--- src/rtl/w_debounce_pkg.sv ---
// Shared types for the w_debounce slice.
// Two-bit FSM state encodings used by the debouncer.
package w_debounce_pkg;

  typedef enum logic [1:0] {
    LO      = 2'b00,
    WAIT_HI = 2'b01,
    HI      = 2'b10,
    WAIT_LO = 2'b11
  } state_t;

endpackage

--- src/rtl/sync2.sv ---
// Two-flop synchronizer for one asynchronous level.
// Reusable for any raw input crossing into clk.
module sync2 (
  input  logic clk,
  input  logic rst,
  input  logic i_d,
  output logic o_q
);

  logic r_s1;
  logic r_s2;

  always_ff @(posedge clk or posedge rst) begin
    if (rst) begin
      r_s1 <= 1'b0;
      r_s2 <= 1'b0;
    end else begin
      r_s1 <= i_d;
      r_s2 <= r_s1;
    end
  end

  assign o_q = r_s2;

endmodule

--- src/rtl/w_debounce.sv ---
// Switch debouncer: sync2 front end, 4-state FSM,
// registered level, edge pulses and abort counter.
module w_debounce
  import w_debounce_pkg::*;
#(
  parameter int DEBOUNCE_CYCLES = 16,
  parameter int BOUNCE_W        = 8
) (
  input  logic                clk,
  input  logic                rst,
  input  logic                w_raw,
  output logic                w,
  output logic                w_rise,
  output logic                w_fall,
  output logic [BOUNCE_W-1:0] bounce_cnt
);

  localparam int CW = $clog2(DEBOUNCE_CYCLES);
  localparam logic [CW-1:0] TERM = CW'(DEBOUNCE_CYCLES - 1);

  logic                w_sync;
  state_t              r_state;
  state_t              w_state_nxt;
  logic [CW-1:0]       r_cnt;
  logic [CW-1:0]       w_cnt_nxt;
  logic                w_abort;
  logic                w_lvl_nxt;
  logic                r_w;
  logic                r_rise;
  logic                r_fall;
  logic [BOUNCE_W-1:0] r_bounce;

  sync2 u_sync (
    .clk (clk),
    .rst (rst),
    .i_d (w_raw),
    .o_q (w_sync)
  );

  always_comb begin
    w_state_nxt = r_state;
    w_cnt_nxt   = r_cnt;
    w_abort     = 1'b0;
    case (r_state)
      LO: begin
        if (w_sync) begin
          w_state_nxt = WAIT_HI;
          w_cnt_nxt   = '0;
        end
      end
      WAIT_HI: begin
        if (!w_sync) begin
          w_state_nxt = LO;
          w_cnt_nxt   = '0;
          w_abort     = 1'b1;
        end else if (r_cnt == TERM) begin
          w_state_nxt = HI;
          w_cnt_nxt   = '0;
        end else begin
          w_cnt_nxt = r_cnt + 1'b1;
        end
      end
      HI: begin
        if (!w_sync) begin
          w_state_nxt = WAIT_LO;
          w_cnt_nxt   = '0;
        end
      end
      WAIT_LO: begin
        if (w_sync) begin
          w_state_nxt = HI;
          w_cnt_nxt   = '0;
          w_abort     = 1'b1;
        end else if (r_cnt == TERM) begin
          w_state_nxt = LO;
          w_cnt_nxt   = '0;
        end else begin
          w_cnt_nxt = r_cnt + 1'b1;
        end
      end
      default: begin
        w_state_nxt = LO;
        w_cnt_nxt   = '0;
      end
    endcase
  end

  // Level follows the next state so w lands on the same edge as the FSM.
  assign w_lvl_nxt = (w_state_nxt == HI) ||
                     (w_state_nxt == WAIT_LO);

  always_ff @(posedge clk or posedge rst) begin
    if (rst) begin
      r_state  <= LO;
      r_cnt    <= '0;
      r_w      <= 1'b0;
      r_rise   <= 1'b0;
      r_fall   <= 1'b0;
      r_bounce <= '0;
    end else begin
      r_state <= w_state_nxt;
      r_cnt   <= w_cnt_nxt;
      r_w     <= w_lvl_nxt;
      r_rise  <= w_lvl_nxt & ~r_w;
      r_fall  <= ~w_lvl_nxt & r_w;
      if (w_abort && (r_bounce != '1))
        r_bounce <= r_bounce + 1'b1;
    end
  end

  assign w          = r_w;
  assign w_rise     = r_rise;
  assign w_fall     = r_fall;
  assign bounce_cnt = r_bounce;

endmodule

--- config.mk ---
export PLATFORM = sky130hd
export DESIGN_NAME = w_debounce
export DESIGN_NICKNAME = d
export VERILOG_FILES = /design/src/rtl/w_debounce_pkg.sv /design/src/rtl/sync2.sv /design/src/rtl/w_debounce.sv
export SDC_FILE = /design/constraint.sdc
export NUM_CORES = 1
export LEC_CHECK = 0
export CAP_MARGIN = 10
export CORE_MARGIN = 2
export CORE_UTILIZATION = 33
export DETAILED_ROUTE_END_ITERATION = 10
export PLACE_DENSITY = 0.57
export SYNTH_ARGS = -nofsm -noshare
export SYNTH_HDL_FRONTEND = slang
export SYNTH_SLANG_ARGS = --single-unit
export TNS_END_PERCENT = 5
--- constraint.sdc ---
create_clock -name clk -period 2.21 [get_ports clk]
set_clock_uncertainty 0.1 [all_clocks]
set_input_delay 0.663 -clock clk [delete_from_list [all_inputs] [get_ports clk]]
set_output_delay 0.663 -clock clk [all_outputs]
set_load 0.1 [all_outputs]
==> results.json <==
{
  "hold_buffers": 0,
  "cts_buffer_depth": 2,
  "p_seq_share_pct": 36.8,
  "vias_per_cell": 5.05,
  "firstDrtPassIters": 4,
  "die_area_um2": 3060,
  "hold_viol": 0,
  "timing.slew.headroom_pct": 70.7,
  "post-route-min-period_ns": 1.79,
  "coreArea_um2": 2480,
  "synthCells": 77,
  "synth_nets": 82,
  "fp.dieW_um": 55.3,
  "p_leak_nw": 0.560,
  "synth-edff-count": 0,
  "cts_tree": "done",
  "crit_slowest_cell": "dfrtp_1",
  "synthDominantCellAreaShare_pct": 54.7,
  "die_h_um": 55.3,
  "hpwl_um": 1130,
  "ys.flop_type": "dfrtp_1",
  "cts.sinks": 19,
  "rsz0062_at_grt": "no",
  "ff2ff_path_depth": 4,
  "grt_usage_pct": 11.3,
  "crit_family": "flip-flops",
  "tightest_slew_ns": 0.437,
  "whs_path_depth": 0,
  "post_cts_resized": 0,
  "power_switching_mw": 0.679,
  "grt_max_degree": 20,
  "max_stage_delay_ns": 0.52,
  "synthArstFlopShare_pct": 100,
  "io_buffer_count": 13,
  "swShare_pct": 47.7,
  "ys_types": 29,
  "worstSetupEndpointType": "output pin",
  "max_clock_freq_mhz": 557,
  "n_antenna_cell": 0,
  "cts_root_buf": "clkbuf_4",
  "crit_cells": 1,
  "crit_chain": "buf_12",
  "cts-buffers-inserted": 3,
  "io_pins": 14,
  "grt_pass1_vias": 633,
  "area_growth_pct": 35.8,
  "maxCapViolCount": 0,
  "ant_nets": 0,
  "ys_seq_area_share_pct": 54.7,
  "cp-start-kind": "register",
  "cts_htree_levels": 1,
  "ir_worst_vdd_v": 0.00102,
  "grt_pass1_wl_um": 2800,
  "p_clk_share_pct": 12.3,
  "path_buf_inv": 1,
  "wl_per_cell_um": 12.2,
  "post-route-drc-count": 0,
  "worstPathArrival_ns": 1.03,
  "ys_ff_latch": 19,
  "worstSetupPathType": "reg -> out",
  "worstPathMaxFanout": 8,
  "final_cell_area_um2": 1180,
  "drt-total-wl_um": 1520,
  "start_util_pct": 35.1,
  "drt_iter0_drc": 15,
  "fin_nets": 100,
  "synth_top_area_cell": "dfrtp_1",
  "fin_crit_sh_pct": 81.2,
  "status": "finished, final reports clean",
  "ys_warn_count": 0,
  "synthTopCellsByArea": "dfrtp_1 (55%), nand3_1 (4.0%), nand3b_1 (3.5%)",
  "place_area_um2": 1150,
  "vias": 626,
  "intPower_mw": 0.743,
  "synth.cell_area_um2": 870,
  "finalSetupTns_ns": 0,
  "rows": 18,
  "power_density_nw_per_um2": 1200,
  "syn_avg_cell_area_um2": 11.3,
  "final-max-slew-violation-count": 0,
  "hold_path_class": "reg -> reg",
  "gp_congestion": 0.815,
  "antenna_found_initial": 0,
  "combinationalPowerShare_pct": 51.0,
  "grt_overflow_total": 0,
  "crit_required_ns": 1.45,
  "clkTransAtPathRegs_ns": 0.11,
  "drive_gt1_share_pct": 25.5,
  "clk_latency_ns": 0.29,
  "post-cts-setup-buffers": 0,
  "setup_violations": 0
}
metrics by stage:
stage / power, mW / cells / setup slack, ns / hold slack (ns) / util [%]
floorplan: 0.969 / 77 / 0.102 / 0.231 / -
global placement: 1.25 / 120 / 0.537 / 0.237 / 46.6
detailed placement: 1.26 / 120 / 0.535 / 0.235 / 46.6
CTS: 1.44 / 124 / 0.385 / 0.262 / 47.7
global route: 1.49 / 124 / 0.313 / 0.275 / 47.7
finish: 1.42 / 124 / 0.416 / 0.259 / 47.7
sequential cells by signal (all words and copies together) (netlist names):
name and cells:
w_rise 1, bounce_cnt 8, u_sync.o_q 1, u_sync.r_s1 1
w_fall 1, w 1, r_state 2, r_cnt 4
synth_stat cells (2+ instances only):
cell       n
dfrtp_1   19
nand3_1    7
nand2_1    6
a21oi_1    4
inv_1      4
nand3b_1   4
nor2_1     3
xor2_1     3
a41oi_1    2
and3_4     2
ha_1       2
mux2_2     2
nand4_1    2
o21ai_0    2
placed cells by master, fill, tap and decap left out, types with 2 or more instances in the layout:
cell type and instances:
dfrtp_1 17, buf_12 11, nand3_1 7, nand2_1 6, a21oi_1 4, nand3b_1 4, inv_1 4, nor2_1 3
xor2_1 3, clkbuf_4 3, nand4_1 2, mux2_2 2, and3_4 2, o21ai_0 2, a41oi_1 2, ha_1 2
dfrtp_2 2, clkdlybuf4s50_1 2
logic make-up after synthesis:
logic type / count (synthesis) / share of synthesized area, %
xor gates and xnor gates: 5 / 5.90
AOI/OAI and AO/OA: 12 / 8.78
DFF: 19 / 54.7
buffers and inverters: 5 / 2.16
adders and majority gates: 2 / 2.88
and+or+nand+nor: 30 / 20.1
muxes: 4 / 5.47
final timing paths:
kind	to	slack, ns	startpoint
max reg2reg	bounce_cnt[1]$_DFFE_PP0P_	0.53	bounce_cnt[0]$_DFFE_PP0P_
min in group asynchronous	bounce_cnt[3]$_DFFE_PP0P_	0.58	rst
max	bounce_cnt[2]	0.42	bounce_cnt[2]$_DFFE_PP0P_
max in group asynchronous	bounce_cnt[0]$_DFFE_PP0P_	1.22	rst
min	u_sync.o_q$_DFF_PP0_	0.26	u_sync.r_s1$_DFF_PP0_
min reg2reg	u_sync.o_q$_DFF_PP0_	0.26	u_sync.r_s1$_DFF_PP0_
final cells by class:
class                      count  area [µm²]
fill                         240        1300
sequential                    19         478
multi-input combinational     53         375
timing repair buffer          14         248
tap                           30        37.5
clock buffer                   3        22.5
inverter                       4        15.0
clock inverter                 1        5.00
power by group through the flow:
stage               clock (mW)  combinational (mW)  sequential [mW]
finish                   0.174               0.725            0.523
global route             0.208               0.748            0.538
CTS                      0.187               0.733            0.524
detailed placement           0               0.732            0.532
global placement             0               0.725            0.527
floorplan                    0               0.113            0.856
layer usage:
layer,routed length [µm],vias up,global-route usage (%)
met2,741,12,17.0
met4,12,0,6.27
met1,710,299,15.5
met5,0,-,0
li1,-,313,-
met3,50,2,1.87
Note: power is estimated with default switching activity, not from simulation.
